File: src/rtl/binary_string_serializer_pkg.sv
// Shared types and defaults for the binary-string serializer and its helpers.
package binary_string_serializer_pkg;

    localparam int unsigned DEF_WIDTH   = 8;
    localparam int unsigned DEF_MODULUS = 7;
    localparam int unsigned DEF_REM_W   = 3;

    typedef enum logic [1:0] {
        ST_IDLE  = 2'd0,
        ST_CLEAR = 2'd1,
        ST_SHIFT = 2'd2,
        ST_DONE  = 2'd3
    } state_t;

endpackage

File: src/rtl/binary_string_serializer_mod_accumulator.sv
// Serial MSB-first running remainder: r <= (2r + bit) mod MODULUS, one bit per clock.
// The remainder after the current bit is offered combinationally so a caller can
// capture the final value on the same edge that consumes the last bit.
module binary_string_serializer_mod_accumulator
    import binary_string_serializer_pkg::*;
#(
    parameter int unsigned MODULUS = DEF_MODULUS,
    parameter int unsigned REM_W   = DEF_REM_W
) (
    input  logic             i_clk,
    input  logic             i_rst,
    input  logic             i_clear,
    input  logic             i_enable,
    input  logic             i_bit,
    output logic [REM_W-1:0] o_remainder_c
);

    localparam int unsigned SUM_W = REM_W + 1;

    logic [REM_W-1:0] r_rem;
    logic [SUM_W-1:0] w_sum;
    logic [SUM_W-1:0] w_mod;
    logic [SUM_W-1:0] w_red;

    // 2r + bit is below 2*MODULUS, so one conditional subtract reduces it
    always_comb begin
        w_sum = {r_rem, i_bit};
        w_mod = SUM_W'(MODULUS);
        w_red = (w_sum >= w_mod) ? (w_sum - w_mod) : w_sum;
    end

    assign o_remainder_c = REM_W'(w_red);

    // Remainder register: clear wins over a step
    always_ff @(posedge i_clk) begin
        if (i_rst || i_clear) begin
            r_rem <= '0;
        end else if (i_enable) begin
            r_rem <= REM_W'(w_red);
        end
    end

endmodule

File: src/rtl/binary_string_serializer.sv
// Transmit side of the serial binary-string link: frame-clear pulse, then the
// word MSB-first on String, then a Done pulse with the word's remainder.
module binary_string_serializer
    import binary_string_serializer_pkg::*;
#(
    parameter int unsigned WIDTH   = DEF_WIDTH,
    parameter int unsigned MODULUS = DEF_MODULUS,
    parameter int unsigned REM_W   = DEF_REM_W
) (
    input  logic             Clock,
    input  logic             Reset,
    input  logic             Load_Valid,
    input  logic [WIDTH-1:0] Load_Data,
    output logic             Ready,
    output logic             String,
    output logic             Frame_Reset,
    output logic             Busy,
    output logic             Done,
    output logic [REM_W-1:0] Expected_Remainder,
    output logic             Expected_Divisible
);

    localparam int unsigned CNT_W = $clog2(WIDTH + 1);

    state_t           r_state;
    state_t           w_state_next;
    logic [WIDTH-1:0] r_shift;
    logic [CNT_W-1:0] r_count;
    logic             w_accept;
    logic             w_shifting;
    logic             w_last_bit;
    logic [REM_W-1:0] w_rem_next;

    assign w_accept   = (r_state == ST_IDLE) && Load_Valid;
    assign w_shifting = (r_state == ST_SHIFT);
    assign w_last_bit = w_shifting && (r_count == CNT_W'(WIDTH - 1));

    // Outputs decoded from state and the shift register only
    assign Ready       = (r_state == ST_IDLE);
    assign Frame_Reset = (r_state == ST_CLEAR);
    assign Busy        = (r_state == ST_CLEAR) || w_shifting;
    assign Done        = (r_state == ST_DONE);
    assign String      = w_shifting && r_shift[WIDTH-1];

    // State register
    always_ff @(posedge Clock) begin
        if (Reset) begin
            r_state <= ST_IDLE;
        end else begin
            r_state <= w_state_next;
        end
    end

    // Next-state logic
    always_comb begin
        w_state_next = r_state;
        case (r_state)
            ST_IDLE:  if (Load_Valid) w_state_next = ST_CLEAR;
            ST_CLEAR: w_state_next = ST_SHIFT;
            ST_SHIFT: if (w_last_bit) w_state_next = ST_DONE;
            ST_DONE:  w_state_next = ST_IDLE;
            default:  w_state_next = ST_IDLE;
        endcase
    end

    // Word capture, shifting, bit count and held result
    always_ff @(posedge Clock) begin
        if (Reset) begin
            r_shift            <= '0;
            r_count            <= '0;
            Expected_Remainder <= '0;
            Expected_Divisible <= 1'b0;
        end else if (w_accept) begin
            r_shift <= Load_Data;
            r_count <= '0;
        end else if (w_shifting) begin
            r_shift <= r_shift << 1;
            r_count <= r_count + CNT_W'(1);
            if (w_last_bit) begin
                Expected_Remainder <= w_rem_next;
                Expected_Divisible <= (w_rem_next == '0);
            end
        end
    end

    // Running remainder of the bits already sent
    binary_string_serializer_mod_accumulator #(
        .MODULUS (MODULUS),
        .REM_W   (REM_W)
    ) u_mod_acc (
        .i_clk         (Clock),
        .i_rst         (Reset),
        .i_clear       (w_accept),
        .i_enable      (w_shifting),
        .i_bit         (r_shift[WIDTH-1]),
        .o_remainder_c (w_rem_next)
    );

endmodule

File: config.mk
export PLATFORM = sky130hd
export DESIGN_NAME = binary_string_serializer
export DESIGN_NICKNAME = d
export VERILOG_FILES = /design/src/rtl/binary_string_serializer_pkg.sv /design/src/rtl/binary_string_serializer_mod_accumulator.sv /design/src/rtl/binary_string_serializer.sv
export SDC_FILE = /design/constraint.sdc
export NUM_CORES = 1
export LEC_CHECK = 0
export BUFFER_PORTS_ARGS = -buffer_cell sky130_fd_sc_hd__buf_2
export CORE_MARGIN = 3
export CORE_UTILIZATION = 45
export CTS_CLUSTER_SIZE = 40
export DETAILED_ROUTE_END_ITERATION = 10
export GPL_TIMING_DRIVEN = 0
export PLACE_DENSITY = 0.67
export SYNTH_ARGS = -nofsm -noshare
export SYNTH_HDL_FRONTEND = slang
export SYNTH_HIERARCHICAL = 1
export SYNTH_SLANG_ARGS = --single-unit
File: constraint.sdc
create_clock -name Clock -period 5.7 [get_ports Clock]
set_clock_uncertainty 0.1 [all_clocks]
set_input_delay 0.57 -clock Clock [delete_from_list [all_inputs] [get_ports Clock]]
set_output_delay 0.57 -clock Clock [all_outputs]
set_load 0.1 [all_outputs]
# Word-level counts from Yosys, hierarchy flattened
# Index checks and enable logic that the tools add are counted.
# Widths: inputs -> output; s select.
# classes
addsub	2
magnitude_cmp	1
n_eq_ne	6
muxes	6
bitwise	1
n_reduce_logical	11
# ops
cell	count
$mux 8	2
$pmux 2 s4	1
$add 4x1->4 const B	1
$eq 2x2->1 const B	2
$eq 4x3->1 const B	1
$ge 4x3->1 const B	1
$mux 2	2
$logic_and 1x1->1	3
$logic_not 3->1	1
$mux 3	1
$reduce_and 3->1	1
$sub 3x3->3 const B	1
$eq 2x1->1 const B	1
$logic_not 2->1	1
$logic_or 1x1->1	2
$ne 2x1->1 const B	1
$ne 2x2->1 const B	1
$reduce_and 2->1	1
$reduce_bool 2->1	1
$reduce_or 2->1	1
$not 1->1	1
# totals
register_bits	21
in_bits	11
output_inout_bits	9

# Depth between registers and ports, before layout
# depth
word_depth	4
ltp_mapped	7

# Modules after synthesis
# Netlist, hierarchy kept.
# modules_own_cells
mod	instances	cells_per_inst	area_each_um2	seq_area_each_um2
binary_string_serializer	1	92	893.4	360.3
binary_string_serializer_mod_accumulator	1	20	183.9	60.1

# Least setup slack after synthesis
# Ideal clock, no wire load.
# synth_timing
path_kind	reg2out
from	register r_state[0]
to	output String
arrival_ns	1.712
required_ns	5.030
path_slack_ns	3.318
path_stages_with_launch	6
n_path_buf	2
cell_sequence	dfxtp_1 inv_1 ha_1 buf_6 buf_12 and2_1
# synth_between
elab_chain_len	2
# synth_lines
item	line_no	source
start: declaration	binary_string_serializer.sv:25	state_t r_state;
start signal: assignment	binary_string_serializer.sv:50	r_state <= w_state_next;
$eq 2x2->1	binary_string_serializer.sv:35	assign w_shifting = (r_state == ST_SHIFT);
net w_shifting	binary_string_serializer.sv:30	logic w_shifting;
$logic_and 1x1->1	binary_string_serializer.sv:43	assign String = w_shifting && r_shift[WIDTH-1];
end: declaration	binary_string_serializer.sv:15	output logic String,
# The timed path passes the listed nets, and every way through them passes these cells.

# Worst setup path in the final report
# Ends and elaborated chain as after synthesis.

==> impl_results.md <==
- Status: finished, final reports clean
- Syn Area/Cell: 9.619 um^2
- Delay-heaviest family, CP: buffers and inverters
- Hold Startpoint: Expected_Divisible
- R2R cell count: 5
- Final slew viol count: 0
- Sequential element share of the synthesized area: slightly below 40%
- Post-route DRC: 0
- HP Class: reg -> reg
- DR pass1 iterations: 4
- Worst-path clk slew: ~110 ps
- Min Hold Slack: ~360 ps
- Fill cells: roughly 220
- Total GRT Usage: 15.50%
- Postcts setup bufs: 0
- Bufs and invs on worst path: 4
- Main flop type after synthesis: dfxtp_1
- Mux cell area share after synthesis: 13.47%
- Number of global-route vias before repair: 778
- Final Hold Fails: 0
- Num CTS Buffers: 3
- Largest net degree at the start of global routing: 12
- Area leader, netlist: dfxtp_1
- Top Metal Used: met4
- Total negative slack: 0 ps
- Clk_lat worst skew: 300 ps
- CP max-delay cell: buf_2
- Final std cells w/o fill: 163
- Ranking of synthesized cells by area: dfxtp_1 39%, mux2i_1 12%, ha_1 9.3%
- CTS tree: built
- Min-Delay Endpoint: Expected_Divisible
- Cell total after placement: 159
- Wirelength per Cell: between 10 and 15 um
- Die ar.: 3017 um^2
- First-pass GRT wire length: 3318 um
- Final wirelength: 1932 um
- Hold path depth: 2
- Grt ovf: 0
- Worst-Margin Slew: 475.8 ps
- Crit. End Element: output pin
- Kind of critical path: reg -> out
- Share of cells above drive strength 1: between 20 and 25%
- Unrepaired setup endpoints after global routing: false
- Syn Std Cell Area: 1077 um^2
- Num ports: 20
- WL met2: 970 um
- Hold-fix buffers, CTS: 0
- Synth top area share: around two fifths
- CP max FO: 10
- Diodes inserted: 0
- Final nets: 155
- Rows: 17
- Crit Reg-Reg Endpoint: Expected_Divisible
- Vias per Instance: a little over 5
- Final worst-path cycle share: around 46%
- Footprint of the multi-input gates: 598.1 um^2
- Critical Path Start Type: flop
- Storage element area: 420.4 um^2
- I/O Buffers: 19
- Cell variety after synth: 32
- H-Tree Level Count: 1
- Max VDD drop: 0.2608 mV
- WP data arrival: 1970 ps
- Post-synthesis xor/xnor area fraction: 3.252%
- P&R area growth vs syn: 14.52%
- Met3 wire length: 81 um
- Crit path required time: 5030 ps
- Most frequent cell after synthesis: dfxtp_1
- Worst path max stage delay: 410 ps
- Worst r2r src: r_shift[7]
- Final Critical Period: roughly 2600 ps
- ANT nets after route: 0
- Max Fclk: ~380 MHz
- Routed vias: 843
- Setup slack, reg-to-reg: 3690 ps
- Synth Area in Compound Gates: 10.69%
- Slew HR: 68.28%
- WL met1: 867 um
- Post-cts sizing count: 0
- Cell count after synthesis: 112
- Root buf cell: clkbuf_4
- Number of synthesized flops with an enable pin: 0
- Post-detail-place hpwl: ~1400 um
- Post-synthesis adder-cell area fraction: 9.292%
- CTS Sinks: 21
- Largest family of logic cells by synthesized area: simple AND/OR/NAND/NOR gates
- Largest buffer count on any clock path: 2
- Die width: 54.93 um
- PwrDens: 418.3 nW/um^2
- Synth Area in Simple Gates: 18.82%
- Asr flop ratio synth: 0%
- Initial antenna violation count: 0
- Starting Density: 48.24%
- Max-capacitance violation count: 0
- Post-synthesis sequential element count: 21
- Top post-synthesis cells by count: 21 x dfxtp_1, 14 x nand2_1, 13 x mux2i_1
- Drt first-iter violations: 5
- Synthesized net count: 131
- Height of the chip: 54.93 um
- Warnings, synthesis: 6
- Core Area: ~2200 um^2
- Global placement routability congestion: 0.7173
- Endpoints failing setup: 0
- Leak: 0.5123 nW
- Crit-path cells: inv_1 > ha_1 > buf_6 > buf_12 > and2_1 > buf_2
## where the power goes
group | switching, mW | internal (mW)
clock | 0.0433 | 0.0272
combinational | 0.174 | 0.0747
sequential | 0.0216 | 0.175
## logic make-up after synthesis
kind of cell | count (synthesis)
adders and majority gates | 8
muxes | 14
AOI/OAI and AO/OA | 16
and+or+nand+nor | 40
xor gates and xnor gates | 4
DFF | 21
buffers and inverters | 9
## layout make-up
class | instances | area share [%]
Timing Repair Buffer | 19 | 7.708
Inverter | 5 | 1.521
Multi-Input combinational cell | 82 | 48.48
Sequential cell | 21 | 34.08
Buffer | 4 | 3.245
Clock buffer | 4 | 2.130
Tap cell | 28 | 2.840
## flip-flops by register name (all words and copies together) (netlist names)
name,cells
r_state,2
u_mod_acc/r_rem,3
r_count,4
Expected_Remainder,3
r_shift,8
Expected_Divisible,1
## worst max path at each step
stage,start,end,slack (ps),cells after the start
6_report,r_state[0],String,3060,6
4_1_cts,r_state[0],String,3040,6
2_1_floorplan,r_state[0],String,3320,5
3_3_place_gp,r_state[0],String,3420,6
5_1_grt,r_state[0],String,2940,6
3_5_place_dp,r_state[0],String,3390,6
## metrics by stage
step	setup slack [ps]	power (mW)	util (%)	area [um^2]
2_1_floorplan	3318	0.4141	-	1077
3_3_place_gp	3416	0.4443	54.06	1207
3_5_place_dp	3392	0.4496	54.06	1207
4_1_cts	3040	0.5212	55.24	1234
5_1_grt	2940	0.5545	55.24	1234
6_report	3059	0.5160	55.24	1234
## layer usage
layer / GRT usage (%) / vias to the layer above
met3: 3.217 / 2
met4: 7.287 / 0
met1: 19.17 / 389
met2: 25.59 / 16
met5: 0 / -
li1: - / 436
## worst register-to-register path: stages (launching register included)
cell and delay [ps]:
dfxtp_1 380, ha_1 260, a21oi_2 270, mux2_4 340
or4_1 470, mux2i_1 130
## cell usage in the layout, fill, tap and decap left out, types with 3 or more instances in the layout
master    Yosys  final
a211oi_1      7      7
buf_2         1     20
clkbuf_4      0      3
dfxtp_1      21     21
ha_1          8      8
inv_1         4      4
mux2i_1      13     13
nand2_1      14     14
nand3b_1      5      5
nor2_1        8      8
nor3_1        4      4
(Power assumes the default switching activity.)
